<file path="src/rtl/frac_clk_pkg.sv">
// Shared types and helpers for the fractional-N clock generator:
// config FSM states, half-rate increment ceiling and the increment clamp.
package frac_clk_pkg;

  localparam int ACC_W_DEF = 16;
  localparam logic [31:0] HALF_INC = 32'd1 << (ACC_W_DEF - 1);

  typedef enum logic {
    CFG_IDLE,
    CFG_PENDING
  } cfg_state_e;

  function automatic logic [31:0] half_inc(input int acc_w);
    return 32'd1 << (acc_w - 1);
  endfunction

  // Increments above half scale would alias below clkin/2, so cap them there.
  function automatic logic [31:0] clamp_inc(input logic [31:0] inc, input int acc_w);
    logic [31:0] half;
    half = half_inc(acc_w);
    return (inc > half) ? half : inc;
  endfunction

endpackage

</file>
<file path="src/rtl/frac_clk_chan.sv">
// One fractional-N channel: phase accumulator, registered clkout/tick and
// a saturating lock counter. Retunes only when the top asserts apply.
module frac_clk_chan #(
  parameter int                 ACC_W       = 16,
  parameter logic [ACC_W-1:0]   DEFAULT_INC = ACC_W'(32'h4000),
  parameter int                 LOCK_TICKS  = 4
) (
  input  logic             clkin,
  input  logic             reset,
  input  logic             capture,
  input  logic             apply,
  input  logic [ACC_W-1:0] new_inc,
  output logic             clkout,
  output logic             tick,
  output logic             lock,
  output logic             running,
  output logic             tick_next
);

  localparam int CNT_W = $clog2(LOCK_TICKS + 1);
  localparam logic [CNT_W-1:0] CNT_MAX = CNT_W'(LOCK_TICKS);

  logic [ACC_W-1:0] acc_q;
  logic [ACC_W-1:0] inc_q;
  logic [ACC_W-1:0] sum;
  logic [CNT_W-1:0] cnt_q;
  logic             clkout_q;
  logic             tick_q;
  logic             lock_q;

  assign running   = |inc_q;
  assign sum       = acc_q + inc_q;
  assign tick_next = running & sum[ACC_W-1] & ~acc_q[ACC_W-1];

  assign clkout = clkout_q;
  assign tick   = tick_q;
  assign lock   = lock_q;

  always_ff @(posedge clkin) begin
    if (reset) begin
      acc_q    <= '0;
      inc_q    <= DEFAULT_INC;
      clkout_q <= 1'b0;
      tick_q   <= 1'b0;
      cnt_q    <= '0;
      lock_q   <= 1'b0;
    end else begin
      // A stopped channel parks at phase 0 so a restart begins cleanly.
      if (!running) begin
        acc_q    <= '0;
        clkout_q <= 1'b0;
        tick_q   <= 1'b0;
      end else begin
        acc_q    <= sum;
        clkout_q <= sum[ACC_W-1];
        tick_q   <= tick_next;
      end

      if (apply) begin
        inc_q <= new_inc;
      end

      // The tick on the apply edge still belongs to the old ratio.
      if (capture || !running) begin
        cnt_q <= '0;
      end else if (tick_next && !apply && (cnt_q != CNT_MAX)) begin
        cnt_q <= cnt_q + 1'b1;
      end

      lock_q <= running && !capture && (cnt_q == CNT_MAX);
    end
  end

endmodule

</file>
<file path="src/rtl/frac_clk_gen.sv">
// Multi-channel fractional-N clock generator: config handshake with a single
// pending slot, apply-strobe decode and one frac_clk_chan per output.
module frac_clk_gen
  import frac_clk_pkg::*;
#(
  parameter int               NCHAN       = 2,
  parameter int               ACC_W       = 16,
  parameter logic [ACC_W-1:0] DEFAULT_INC = ACC_W'(32'h4000),
  parameter int               LOCK_TICKS  = 4,
  localparam int              CH_W        = (NCHAN > 1) ? $clog2(NCHAN) : 1
) (
  input  logic             clkin,
  input  logic             reset,
  input  logic             cfg_valid,
  output logic             cfg_ready,
  input  logic [CH_W-1:0]  cfg_chan,
  input  logic [ACC_W-1:0] cfg_inc,
  output logic [NCHAN-1:0] clkout,
  output logic [NCHAN-1:0] tick,
  output logic [NCHAN-1:0] lock
);

  localparam logic [ACC_W-1:0] DEF_INC_CLAMPED = ACC_W'(clamp_inc(32'(DEFAULT_INC), ACC_W));
  localparam logic [CH_W:0]    NCHAN_L         = (CH_W + 1)'(NCHAN);

  cfg_state_e       state_q;
  cfg_state_e       state_d;
  logic [CH_W-1:0]  pend_chan_q;
  logic [ACC_W-1:0] pend_inc_q;
  logic             xfer;
  logic             chan_ok;
  logic             take;
  logic [NCHAN-1:0] capture;
  logic [NCHAN-1:0] apply;
  logic [NCHAN-1:0] running;
  logic [NCHAN-1:0] tick_next;

  assign cfg_ready = (state_q == CFG_IDLE);
  assign xfer      = cfg_valid & cfg_ready;
  assign chan_ok   = ({1'b0, cfg_chan} < NCHAN_L);
  assign take      = xfer & chan_ok;

  always_comb begin
    state_d = state_q;
    capture = '0;
    apply   = '0;
    case (state_q)
      CFG_IDLE: begin
        if (take) begin
          state_d = CFG_PENDING;
          for (int i = 0; i < NCHAN; i++) begin
            capture[i] = (cfg_chan == CH_W'(i));
          end
        end
      end
      CFG_PENDING: begin
        // Running targets wait for their next rising edge so the switch is
        // phase-continuous; stopped targets take the new ratio immediately.
        for (int i = 0; i < NCHAN; i++) begin
          apply[i] = (pend_chan_q == CH_W'(i)) && (running[i] ? tick_next[i] : 1'b1);
        end
        if (|apply) begin
          state_d = CFG_IDLE;
        end
      end
      default: state_d = CFG_IDLE;
    endcase
  end

  always_ff @(posedge clkin) begin
    if (reset) begin
      state_q <= CFG_IDLE;
    end else begin
      state_q <= state_d;
    end
  end

  always_ff @(posedge clkin) begin
    if (take) begin
      pend_chan_q <= cfg_chan;
      pend_inc_q  <= ACC_W'(clamp_inc(32'(cfg_inc), ACC_W));
    end
  end

  for (genvar i = 0; i < NCHAN; i++) begin : g_chan
    frac_clk_chan #(
      .ACC_W      (ACC_W),
      .DEFAULT_INC(DEF_INC_CLAMPED),
      .LOCK_TICKS (LOCK_TICKS)
    ) u_chan (
      .clkin    (clkin),
      .reset    (reset),
      .capture  (capture[i]),
      .apply    (apply[i]),
      .new_inc  (pend_inc_q),
      .clkout   (clkout[i]),
      .tick     (tick[i]),
      .lock     (lock[i]),
      .running  (running[i]),
      .tick_next(tick_next[i])
    );
  end

endmodule
</file>
<file path="config.mk">
export PLATFORM = sky130hd
export DESIGN_NAME = frac_clk_gen
export DESIGN_NICKNAME = d
export VERILOG_FILES = /design/src/rtl/frac_clk_pkg.sv /design/src/rtl/frac_clk_chan.sv /design/src/rtl/frac_clk_gen.sv
export SDC_FILE = /design/constraint.sdc
export NUM_CORES = 1
export LEC_CHECK = 0
export ABC_AREA = 1
export CAP_MARGIN = 25
export CORE_ASPECT_RATIO = 1.4
export CORE_UTILIZATION = 60
export CTS_CLUSTER_DIAMETER = 200
export CTS_CLUSTER_SIZE = 10
export DETAILED_ROUTE_END_ITERATION = 10
export GPL_TIMING_DRIVEN = 0
export PLACE_DENSITY = 0.82
export RECOVER_POWER = 25
export SLEW_MARGIN = 20
export SYNTH_ARGS = -nofsm -noshare
export SYNTH_HDL_FRONTEND = slang
export SYNTH_HIERARCHICAL = 1
export SYNTH_SLANG_ARGS = --single-unit
</file>
<file path="constraint.sdc">
create_clock -name clkin -period 2.9 [get_ports clkin]
set_clock_uncertainty 0.15 [all_clocks]
set_input_delay 0.87 -clock clkin [delete_from_list [all_inputs] [get_ports clkin]]
set_output_delay 0.87 -clock clkin [all_outputs]
set_load 0.01 [all_outputs]
</file>
==> qor.txt <==
CP top delay family = simple AND/OR/NAND/NOR gates
Final Max Slew Viols = 0
Cells after Synth = 660
Critical Path RT = 3.03 ns
share of post-route cells with drive strength above 1 = 0.161
Post-synth top cells = nand2_1 (164), a21oi_1 (86), inv_1 (80)
clk sink count = 92
CTS max path bufs = 2
syn nets = 716
Rows = 39
die area = 0.00868 sq mm
syn_area_per_cell = 7.55 sq um
Hold Path Stages = 2
vias in the first global route = 4055
gpl congestion = 0.880
register area share after synthesis = 0.404
outcome = complete, no violations
Post-synth EDFFs = 17
Final nets = 754
total gr overflow = 0
yosys warns = 6
Synth area leaders = dfxtp_1 (30%), nand2_1 (12%), edfxtp_1 (10%)
CP Cell Sequence = ha_2 -> nand2_1 -> nand2_1 -> nand2_1 -> nand2_1 -> a21oi_2 -> nand2_1 -> nand2_2 -> nand2_4 -> nand2_1 -> inv_1 -> o21ai_2 -> nor2_1 -> buf_6 -> inv_4 -> and3_1 -> nand3_1 -> nand2_1 -> nand2_1 -> nor2_2
dominant synthesized flop cell = dfxtp_1
Initial DRT Pass Iterations = 5
Clock Latency Late Sink = 0.34 ns
number of max-cap violations = 0
# setup viols final = 0
routed wire length per instance = 14.2 microns
endpoint class of the critical path = flip-flop
CP max FO = 9
initial antenna violation count = 1
clock tree from TritonCTS = done
critical path class = flip-flop to flip-flop
CP max-delay cell = dfxtp_4
n_diodes = 0
Initial Util = 0.615
top cell type's share of synthesized area = 0.301
Levels on crit path = 20
worst ir drop on vdd = 0.402 mV
GRT Util Overall = 0.260
placed insts = 787
first-pass GRT wire length = 17.3 mm
Worst-path clk slew = 0.06 ns
largest net degree at the start of global routing = 18
count leader, synth = nand2_1
die width = 79.0 microns
crit path time final = 2.77 ns
vias per cell = 5.36
Lkg Pwr = 2.51 nW
pwr dens = 546 mW/mm^2
Hold Fails Final Rpt = 0
IO Port Bufs = 25
number of remaining DRC errors = 0
#FFs+latches synth = 92
cell area after layout = 0.00590 sq mm
Crit path buffers/inverters = 3
startpoint class of the critical path = flip-flop
Vias = 4312
H-Tree Depth = 3
FFs w/ async S/R, synth = 0
cell count of the worst reg-to-reg path = 20
core area = 0.00810 sq mm
Mapped Area = 0.00498 sq mm
non-filler instance count after layout = 805
Num CTS Buffers = 9
DP Area = 0.00536 sq mm
DP HPWL = 8.33 mm
Fin Hold WS = 0.332 ns
Distinct cells, synth = 35
post-route antenna net violation count = 0
CP arrival = 2.90 ns
worst stage delay on the critical path = 0.37 ns
DRT Wirelength = 11.4 mm
area leader, netlist = dfxtp_1
root buf cell = clkbuf_16
Final period util = 0.954
DRT iter0 DRCs = 187
Ports = 27
Worst Tran Pin Value = 0.726 ns
total negative slack = 0 ns
hold crit path type = flip-flop to flip-flop
CP most frequent cell = nand2_1
Peak Freq = 361 MHz
Die Ht = 110 microns
Max-Slew Margin vs Limit = 0.516
fin util = 0.728
Layout area overhead = 18.3%
-- layout make-up --
| class | instances | area, sq um |
|---|---|---|
| multi-input combinational | 467 | 2770 |
| fill | 624 | 2200 |
| sequential | 92 | 2020 |
| inverter | 85 | 324 |
| timing repair buffer | 28 | 273 |
| clock buffer | 12 | 256 |
| tap | 102 | 128 |
| buffer | 15 | 72.6 |
| clock inverter | 4 | 48.8 |
-- state kept, by name, indices dropped and copies added (netlist names) --
signal and flops:
g_chan.u_chan/acc_q 32, g_chan.u_chan/cnt_q 6, g_chan.u_chan/inc_q 32, g_chan.u_chan/lock 2, g_chan.u_chan/tick 2, pend_chan_q 1, pend_inc_q 16, state_q 1
-- cell families after synthesis --
family	Yosys count	share of synthesized area
buf+inv	101	0.0798
compound gates	116	0.135
flops	92	0.404
fa+ha+maj	36	0.0934
simple gates	311	0.281
xor+xnor	4	0.00703
-- repair_timing --
item | 4_1_cts | 5_1_grt
resized for setup | 10 | 38
hold buffers | 0 | 0
pin swaps | 0 | 2
setup buffers | 0 | 3
endpoints found under the setup margin | 32 | 26
-- layer usage --
layer	track usage	up-vias	wire length (microns)
met1	0.268	1986	4530
li1	-	2189	-
met2	0.499	95	6140
met3	0.0349	40	331
met4	0.144	2	396
met5	0	-	13
-- power breakdown --
part	switching, mW	internal (mW)
clock network	0.474	0.713
registers	0.0672	1.39
logic	0.337	0.232
total	0.878	2.34
-- layout by cell type (no fill, tap or decap), drive strengths merged, types with 17 or more instances in the layout --
| cell | n |
|---|---|
| inv | 85 |
| clkbuf | 20 |
| dfxtp | 75 |
| nand2 | 184 |
| clkdlybuf4s50 | 22 |
| nor2 | 80 |
| ha | 34 |
| edfxtp | 17 |
| a21oi | 98 |
| nand3 | 21 |
-- worst paths after layout --
path | to | slack, ns | startpoint
worst max-delay path | g_chan[1].u_chan/cnt_q[2]$_SDFFE_PP0P_ | 0.13 | g_chan[1].u_chan/inc_q[8]$_SDFFE_PP0P_
worst min-delay path | g_chan[1].u_chan/inc_q[14]$_SDFFE_PP1P_ | 0.33 | g_chan[1].u_chan/inc_q[14]$_SDFFE_PP1P_
worst max register to register | g_chan[1].u_chan/cnt_q[2]$_SDFFE_PP0P_ | 0.13 | g_chan[1].u_chan/inc_q[8]$_SDFFE_PP0P_
worst min register to register | g_chan[1].u_chan/inc_q[14]$_SDFFE_PP1P_ | 0.33 | g_chan[1].u_chan/inc_q[14]$_SDFFE_PP1P_
-- per-stage QoR --
step / setup WS [ns] / power, mW
5_1_grt: -0.0374 / 3.36
2_1_floorplan: 0.285 / 1.84
4_1_cts: 0.0274 / 3.19
3_3_place_gp: -0.179 / 1.97
6_report: 0.133 / 3.22
3_5_place_dp: -0.249 / 2.00
-- tightest hold or removal path: cells and delay by family (launching register included) --
family,cells,cell delay (ns)
flops,1,0.32
simple gates,2,0.11
Power figures use the tool's default switching activity.
